**src/rtl/fp16_tpu_pkg.sv**
```systemverilog
// Shared types and constants for the FP16 systolic tile controller.
// State encoding, the FP16 zero constant and the drain-length helper.
package fp16_tpu_pkg;

    typedef enum logic [2:0] {
        IDLE,
        CLEAR,
        FEED,
        DRAIN,
        DONE
    } seq_state_t;

    localparam logic [15:0] FP16_ZERO = 16'h0000;

    // Last operand needs SIZE-1 skew hops plus SIZE-1 array hops, then the MAC itself.
    function automatic int drain_cycles(input int size, input int mac_lat);
        return 2 * (size - 1) + mac_lat;
    endfunction

endpackage

```
**src/rtl/fp16_skew_buffer.sv**
```systemverilog
// Triangular skew bank: lane i is delayed by i shift-enabled cycles,
// lane 0 is a combinational pass-through. Synchronous clear loads FP16 zero.
module fp16_skew_buffer
    import fp16_tpu_pkg::*;
#(
    parameter int SIZE = 8
) (
    input  logic                clk,
    input  logic                clear,
    input  logic                shift,
    input  logic [16*SIZE-1:0]  din,
    output logic [16*SIZE-1:0]  dout
);

    assign dout[15:0] = din[15:0];

    for (genvar i = 1; i < SIZE; i++) begin : g_lane
        logic [15:0] pipe [i];

        always_ff @(posedge clk) begin
            if (clear) begin
                for (int k = 0; k < i; k++) pipe[k] <= FP16_ZERO;
            end else if (shift) begin
                pipe[0] <= din[16*i +: 16];
                for (int k = 1; k < i; k++) pipe[k] <= pipe[k-1];
            end
        end

        assign dout[16*i +: 16] = pipe[i-1];
    end

endmodule

```
**src/rtl/fp16_systolic_tile_sequencer.sv**
```systemverilog
// Runs one output-stationary tile: clear, skewed operand feed, zero drain, done.
// Optional performance counters are built when SEQ_PERF_CNT_EN is defined.
module fp16_systolic_tile_sequencer
    import fp16_tpu_pkg::*;
#(
    parameter int SIZE    = 8,
    parameter int K_W     = 16,
    parameter int MAC_LAT = 1
) (
    input  logic                clk,
    input  logic                rst,
    input  logic                start,
    input  logic [K_W-1:0]      k_len,
    output logic                busy,
    output logic                done,
    input  logic                vec_valid,
    output logic                vec_ready,
    input  logic [16*SIZE-1:0]  a_vec,
    input  logic [16*SIZE-1:0]  w_vec,
    output logic                arr_enable,
    output logic                arr_acc_clear,
    output logic [16*SIZE-1:0]  arr_a,
    output logic [16*SIZE-1:0]  arr_w,
    output logic [31:0]         perf_busy_cycles,
    output logic [31:0]         perf_stall_cycles
);

    localparam int              DRAIN_CYCLES = drain_cycles(SIZE, MAC_LAT);
    localparam int              DRN_W        = $clog2(DRAIN_CYCLES + 1);
    localparam logic [DRN_W-1:0] DRN_LOAD    = DRN_W'(DRAIN_CYCLES - 1);

    seq_state_t        state;
    logic [K_W-1:0]    k_q;
    logic [K_W-1:0]    beat_cnt;
    logic [DRN_W-1:0]  drain_cnt;
    logic              en_q;
    logic              beat;
    logic              shift;
    logic              skew_clear;
    logic [16*SIZE-1:0] src_a;
    logic [16*SIZE-1:0] src_w;

    assign beat       = vec_valid & vec_ready;
    // Stalls gate enable in the same cycle so the array and skew banks freeze together.
    assign arr_enable = en_q | beat;
    assign shift      = beat | (state == DRAIN);
    assign skew_clear = rst | (state == CLEAR);
    assign src_a      = beat ? a_vec : {SIZE{FP16_ZERO}};
    assign src_w      = beat ? w_vec : {SIZE{FP16_ZERO}};

    always_ff @(posedge clk) begin
        if (rst) begin
            state         <= IDLE;
            busy          <= 1'b0;
            done          <= 1'b0;
            vec_ready     <= 1'b0;
            arr_acc_clear <= 1'b0;
            en_q          <= 1'b0;
            k_q           <= '0;
            beat_cnt      <= '0;
            drain_cnt     <= '0;
        end else begin
            done          <= 1'b0;
            arr_acc_clear <= 1'b0;
            case (state)
                IDLE: begin
                    if (start) begin
                        state         <= CLEAR;
                        k_q           <= k_len;
                        busy          <= 1'b1;
                        arr_acc_clear <= 1'b1;
                        en_q          <= 1'b1;
                    end
                end
                CLEAR: begin
                    beat_cnt <= k_q;
                    if (k_q != '0) begin
                        state     <= FEED;
                        vec_ready <= 1'b1;
                        en_q      <= 1'b0;
                    end else begin
                        state     <= DRAIN;
                        drain_cnt <= DRN_LOAD;
                    end
                end
                FEED: begin
                    if (beat) begin
                        beat_cnt <= beat_cnt - K_W'(1);
                        if (beat_cnt == K_W'(1)) begin
                            state     <= DRAIN;
                            vec_ready <= 1'b0;
                            en_q      <= 1'b1;
                            drain_cnt <= DRN_LOAD;
                        end
                    end
                end
                DRAIN: begin
                    if (drain_cnt == '0) begin
                        state <= DONE;
                        en_q  <= 1'b0;
                        done  <= 1'b1;
                    end else begin
                        drain_cnt <= drain_cnt - DRN_W'(1);
                    end
                end
                DONE: begin
                    state <= IDLE;
                    busy  <= 1'b0;
                end
                default: begin
                    state     <= IDLE;
                    busy      <= 1'b0;
                    vec_ready <= 1'b0;
                    en_q      <= 1'b0;
                end
            endcase
        end
    end

    fp16_skew_buffer #(.SIZE(SIZE)) u_skew_a (
        .clk   (clk),
        .clear (skew_clear),
        .shift (shift),
        .din   (src_a),
        .dout  (arr_a)
    );

    fp16_skew_buffer #(.SIZE(SIZE)) u_skew_w (
        .clk   (clk),
        .clear (skew_clear),
        .shift (shift),
        .din   (src_w),
        .dout  (arr_w)
    );

`ifdef SEQ_PERF_CNT_EN
    logic [31:0] busy_cnt;
    logic [31:0] stall_cnt;

    always_ff @(posedge clk) begin
        if (rst || (state == IDLE && start)) begin
            busy_cnt  <= '0;
            stall_cnt <= '0;
        end else begin
            if (busy && busy_cnt != 32'hFFFF_FFFF) busy_cnt <= busy_cnt + 32'd1;
            if (vec_ready && !vec_valid && stall_cnt != 32'hFFFF_FFFF)
                stall_cnt <= stall_cnt + 32'd1;
        end
    end

    assign perf_busy_cycles  = busy_cnt;
    assign perf_stall_cycles = stall_cnt;
`else
    assign perf_busy_cycles  = 32'd0;
    assign perf_stall_cycles = 32'd0;
`endif

endmodule

```
**config.mk**
```make
export PLATFORM = sky130hd
export DESIGN_NAME = fp16_systolic_tile_sequencer
export DESIGN_NICKNAME = d
export VERILOG_FILES = /design/src/rtl/fp16_tpu_pkg.sv /design/src/rtl/fp16_skew_buffer.sv /design/src/rtl/fp16_systolic_tile_sequencer.sv
export SDC_FILE = /design/constraint.sdc
export NUM_CORES = 1
export LEC_CHECK = 0
export CORE_MARGIN = 5
export CORE_UTILIZATION = 40
export CTS_CLUSTER_DIAMETER = 50
export CTS_CLUSTER_SIZE = 24
export DETAILED_ROUTE_END_ITERATION = 8
export GPL_TIMING_DRIVEN = 0
export HOLD_SLACK_MARGIN = 0.12
export PLACE_DENSITY = 0.7
export SETUP_SLACK_MARGIN = 0.3
export SLEW_MARGIN = 20
export SYNTH_ARGS = -nofsm -noshare
export SYNTH_HDL_FRONTEND = slang
export SYNTH_HIERARCHICAL = 1
export SYNTH_SLANG_ARGS = --single-unit
```
**constraint.sdc**
```tcl
create_clock -name clk -period 25 [get_ports clk]
set_input_delay 7.5 -clock clk [delete_from_list [all_inputs] [get_ports clk]]
set_output_delay 7.5 -clock clk [all_outputs]
set_load 0.005 [all_outputs]
```
Yosys cells after proc, flatten, opt, wreduce, memory -nomap -nowiden
Memories as Yosys holds them, arrays and structs flattened.
Cells that the tools add are included.
{"block": "word_totals", "elab_cells": 209, "out_inout_bits": 325, "memories": 14, "ramBits": 896, "register_bits": 44}
{"memory": "u_skew_a.g_lane[7].pipe", "depth": 7, "width": 16, "rd": 7, "rd_clocked_by_memory_dff": 0, "write_ports": 7, "line_no": "fp16_skew_buffer.sv:18", "rtl": "logic [15:0] pipe [i];"}
{"memory": "u_skew_w.g_lane[7].pipe", "depth": 7, "width": 16, "rd": 7, "rd_clocked_by_memory_dff": 0, "write_ports": 7, "line_no": "fp16_skew_buffer.sv:18"}
{"memory": "u_skew_a.g_lane[6].pipe", "depth": 6, "width": 16, "rd": 6, "rd_clocked_by_memory_dff": 0, "write_ports": 6, "line_no": "fp16_skew_buffer.sv:18"}
{"memory": "u_skew_w.g_lane[6].pipe", "depth": 6, "width": 16, "rd": 6, "rd_clocked_by_memory_dff": 0, "write_ports": 6, "line_no": "fp16_skew_buffer.sv:18"}
{"memory": "u_skew_a.g_lane[5].pipe", "depth": 5, "width": 16, "rd": 5, "rd_clocked_by_memory_dff": 0, "write_ports": 5, "line_no": "fp16_skew_buffer.sv:18"}
{"memory": "u_skew_w.g_lane[5].pipe", "depth": 5, "width": 16, "rd": 5, "rd_clocked_by_memory_dff": 0, "write_ports": 5, "line_no": "fp16_skew_buffer.sv:18"}
{"memory": "+8 memories"}
{"block": "classes", "mux": 91, "addsub": 2, "n_reduce_logical": 18, "eq_ne": 12, "bitwise": 63}
{"op": "$mux W16", "n": 57}
{"op": "$mux W128", "n": 2}
{"op": "$or A1 B1 Y1", "n": 57}
{"op": "$pmux W16 S2", "n": 1}
{"op": "$reduce_or A16 Y1", "n": 2}
{"op": "$mux W1", "n": 18}
{"op": "$eq A16 B1 Y1 const B", "n": 1}
{"op": "$mux W4", "n": 4}
{"op": "$reduce_bool A16 Y1", "n": 1}
{"op": "$sub A16 B1 Y16 const B", "n": 1}
{"op": "$mux W3", "n": 4}
{"op": "$pmux W3 S4", "n": 1}
{"op": "$pmux W4 S3", "n": 1}
{"op": "$ne A2 B2 Y1 const B", "n": 5}
{"op": "$reduce_and A4 Y1", "n": 2}
{"op": "$eq A3 B2 Y1 const B", "n": 2}
{"op": "$reduce_and A2 Y1", "n": 3}
{"op": "$reduce_and A6 Y1", "n": 1}
{"op": "$reduce_or A3 Y1", "n": 2}
{"op": "$not A1 Y1", "n": 5}
{"op": "$pmux W1 S5", "n": 1}
{"op": "$reduce_and A5 Y1", "n": 1}
{"op": "$logic_not A4 Y1", "n": 1}
{"op": "$ne A2 B1 Y1 const B", "n": 2}
{"op": "10 further kinds", "n": 11}

Depth between registers and ports, before layout
{"block": "logic_depth", "depth_word": 7, "depth_mapped": 7, "ltp_nobuf": 6}

Cells and area by module
Netlist, hierarchy kept.
{"mod": "fp16_skew_buffer", "area_each_um2": 18293.8, "instances": 2, "cells_per_inst": 1058}
{"mod": "fp16_systolic_tile_sequencer", "area_each_um2": 4704.5, "instances": 1, "cells_per_inst": 679}

Worst setup path before layout
No wires, ideal clock.
{"block": "synth_path", "path_type": "in2out", "startpoint": "in vec_valid", "endpoint": "out arr_a[14]", "stages": 5, "arrival_ns": 8.433, "path_slack_ns": 9.067, "t_required_ns": 17.500, "path_cell_list": "clkbuf_1 clkbuf_1 clkbuf_1 and3_1 buf_4"}
{"block": "synth_between", "elab_chain_cells": 2}
{"item": "start: declaration", "line_no": "fp16_systolic_tile_sequencer.sv:16", "rtl": "input logic vec_valid,"}
{"item": "$and A1 B1 Y1", "line_no": "fp16_systolic_tile_sequencer.sv:43", "rtl": "assign beat = vec_valid & vec_ready;"}
{"item": "$mux W128", "line_no": "fp16_systolic_tile_sequencer.sv:48", "rtl": "assign src_a = beat ? a_vec : {SIZE{FP16_ZERO}};"}
{"item": "end: declaration", "line_no": "fp16_systolic_tile_sequencer.sv:22", "rtl": "output logic [16*SIZE-1:0] arr_a,"}
No other way between the ends.

Final worst setup path
{"block": "layout_path", "startpoint": "in vec_valid", "endpoint": "out arr_w[9]"}
{"block": "layout_between", "elab_chain_cells": 2}
{"item": "$and A1 B1 Y1", "line_no": "fp16_systolic_tile_sequencer.sv:43"}
{"item": "$mux W128", "line_no": "fp16_systolic_tile_sequencer.sv:49", "rtl": "assign src_w = beat ? w_vec : {SIZE{FP16_ZERO}};"}
{"item": "end: declaration", "line_no": "fp16_systolic_tile_sequencer.sv:23", "rtl": "output logic [16*SIZE-1:0] arr_w,"}
No other way between the ends.

==> reports/summary.txt <==
Worst path cell trace: clkbuf_1 > clkbuf_1 > clkbuf_1 > and3_1 > buf_4 > clkdlybuf4s50_1
Die width: 331.3 um
Final hold viol count: 0
WP data arrival: 9960 ps
Most used cell, CP: clkbuf_1
Reg2reg path depth: 12
H-Tree Depth: 3
Post-Syn Instances: 2795
Worst Setup Path Type: input pin to primary output
Fill cell count: 8532
Required @ worst endpoint: 17500 ps
Crit path buf inv count: 5
Drt first pass iters: 6
Post-route setup slack: 7540 ps
CTS Hold Bufs: 0
Leak: 24.43 nW
Area grow syn2layout: 26.84%
Nets: 3789
Crit path max fanout: 10
DRT iter0 DRCs: 1829
Ys flop type: edfxtp_1
First-pass GRT wire length: 147400 um
GR Util All Layers: 17.29%
Design Area, Final: 52370 um2
CTS tree: yes
Clk slew on worst S/H paths: 60 ps
Pins Over Slew Limit: 0
Vias: 24223
#FFs+latches synth: 940
Synthesized cell area: 41290 um2
GRT overflow: 0
Slew headroom: 22.45%
Avg Cell Area, Syn: 14.77 um2
Rows: 117
Worst slack, placed: 7489 ps
Worst hold slack: 468.5 ps
Reg2Reg Launch Point: state[0]$_SDFFE_PP0P_
Root Buffer: clkbuf_16
CP max stage delay: 840 ps
Async SR Flop Fraction: 0%
Unique masters post-synth: 65
I/O pin count: 601
Avg WL per Cell: 19.78 um
Die area: 109800 um2
Fin crit period: 17460 ps
Post-synth top area share: 65.16%
Unrepaired setup endpoints after global routing: no
PwrDens: 83.17 nW/um2
Core Region: 102200 um2
CTS Sinks: 940
Setup TNS: 0 ps
End of the critical path: arr_w[9]
Final Wtd Congestion: 0.8789
Maximum clock frequency: 0.05727 GHz
Cell taking the most area after synthesis: edfxtp_1
Slowest stage cell, crit path: clkbuf_1
Worst Hold Class: flip-flop to flip-flop
Commonest cells after routing, fill and taps aside: 896 x edfxtp_1, 865 x and3b_1, 535 x clkdlybuf4s50_1
Clock Path Buffers: 3
Worst VDD drop: 51.61 uV
Crit share post-route: 69.84%
Status: finished, final reports clean
Via-to-Cell Ratio: 4.875
Dpl cells: 4780
Worst-Skew Late Latency: 660 ps
Ranking of synthesized cells by area: edfxtp_1 65%, and3b_1 18%, and3_1 3.9%, buf_4 3.6%, dfxtp_1 2.1%
Starting Density: 40.41%
Yosys warning count: 6
Post-CTS Setup Bufs: 0
Num CTS Buffers: 96
Worst slew pin tran: 1163 ps
# setup viols final: 0
ANT nets after route: 0
Max_cap viols: 0
DR DRC count: 0
Port Buffers: 535
Placement Cell Area: 49050 um2
Setup slack, reg-to-reg: 20540 ps
Die Y-Extent: 331.3 um
Most common cell after layout, fill and taps aside: edfxtp_1
Largest net degree at the start of global routing: 60
Detailed Route WL: 98270 um
Critical path's top delay family: buffers and inverters
Initial antenna violation count: 14
R2R Path End: u_skew_a/g_lane[6].pipe[1][5]$_SDFFCE_PN0P_
Post-CTS Resized: 0
Share of cells above drive strength 1: 15.85%
Crit end category: primary output
Post-synth EDFFs: 896
HPWL after DPL: 73780 um
Non-Filler Instances: 4969
Max Clock Skew: 31.93 ps
Critical path depth in cells: 6
Vias in the first global route: 24135
Worst setup SP type: input pin
Register area share after synthesis: 67.29%
Critical Path Source: vec_valid
synth_stat cells (2+ instances only):
cell type / count
and2_0: 2
a311o_1: 2
buf_6: 2
dfxtp_1: 44
clkbuf_1: 97
buf_4: 197
ha_1: 3
o22a_1: 2
and4_1: 2
edfxtp_1: 896
nand2b_1: 7
nor2_1: 10
buf_2: 166
a211oi_1: 6
nor3_2: 2
a2bb2oi_1: 2
or4_1: 2
nor3_1: 12
xnor2_1: 2
inv_1: 11
a31oi_1: 3
and3_1: 257
nand4b_1: 3
a211o_1: 2
o32ai_1: 4
nand4_1: 3
a21oi_1: 36
nor3b_2: 2
or2_2: 3
a21o_1: 2
nor4_1: 8
nand3_1: 2
nand2_1: 45
and3b_1: 865
o21ai_0: 17
o21ai_1: 2
or3_1: 4
clkbuf_2: 2
nor3b_1: 4
o31a_1: 2
o211ai_1: 5
nor2b_1: 34
worst min-delay path by stage:
stage                                     from              endpoint  slack (ps)  cells after the start
after floorplan              en_q$_SDFFE_PP0P_     en_q$_SDFFE_PP0P_         430                      2
after global placement       busy$_SDFFE_PP0P_     busy$_SDFFE_PP0P_         450                      1
after detailed placement     en_q$_SDFFE_PP0P_     en_q$_SDFFE_PP0P_         460                      2
after CTS                    en_q$_SDFFE_PP0P_     en_q$_SDFFE_PP0P_         470                      2
after global routing      k_q[11]$_SDFFE_PP0P_  k_q[11]$_SDFFE_PP0P_         510                      2
final                      k_q[2]$_SDFFE_PP0P_   k_q[2]$_SDFFE_PP0P_         470                      2
worst reg2reg max path, cell delays in order, from the launching register on:
cell and delay [ps]:
dfxtp_1 310, buf_2 190, buf_2 250, nand2_1 150, o21bai_4 440, clkbuf_1 430, or2_4 620, buf_16 340
buf_12 310, buf_12 300, buf_12 250, buf_12 280, buf_12 270
state kept, by name (all words and copies together) (netlist names):
signal                count
u_skew_w/g_lane.pipe    448
arr_acc_clear             1
drain_cnt                 4
vec_ready                 1
u_skew_a/g_lane.pipe    448
beat_cnt                 16
k_q                      16
en_q                      1
state                     3
done                      1
busy                      1
per-layer routing:
layer  GRT usage, %  routed length, um  part of all wire [%]
met3          3.793               6370                   6.5
met2          28.64              47370                    48
met4          6.303               3173                   3.2
met1          22.51              41320                    42
met5              0                 34                 0.035
final cells by class:
| cell class | instances | area [um2] | area share [%] |
|---|---|---|---|
| clock buffer | 99 | 2414 | 4.608 |
| timing repair buffer | 554 | 5796 | 11.07 |
| inverter | 11 | 41.29 | 0.07884 |
| multi-input combinational | 1442 | 11010 | 21.02 |
| tap | 1368 | 1712 | 3.268 |
| antenna | 10 | 25.02 | 0.04778 |
| buffer | 465 | 2713 | 5.179 |
| clock inverter | 80 | 880.8 | 1.682 |
| sequential | 940 | 27790 | 53.05 |
report_power, final:
part	switching [W]	leakage [nW]	internal [W]
Sequential	0.0000727	9.90	0.00204
Clock	0.000652	1.57	0.000817
Combinational	0.000419	13.0	0.000353
Total	0.00114	24.4	0.00321
through the flow:
stage	util, %	power [W]
global route	51.24	0.004548
finish	51.26	0.004356
floorplan	-	0.002573
CTS	51.23	0.004406
global placement	47.56	0.002955
detailed placement	48.01	0.002927
logic make-up (layout without fill, tap and decap cells):
| group | count (synthesis) | in the layout | synth area share (%) |
|---|---|---|---|
| AND/OR/NAND/NOR | 1273 | 1273 | 24.31 |
| flip-flops | 940 | 940 | 67.29 |
| buffers and inverters | 476 | 1209 | 6.663 |
| AO/OA/AOI/OAI | 98 | 98 | 1.536 |
| adder cells (fa/ha/maj) | 3 | 3 | 0.09091 |
| XOR/XNOR | 2 | 2 | 0.04243 |
| multiplexers | 2 | 2 | 0.05151 |
| other | 1 | 74 | 0.009082 |
Power figures use the tool's default switching activity.
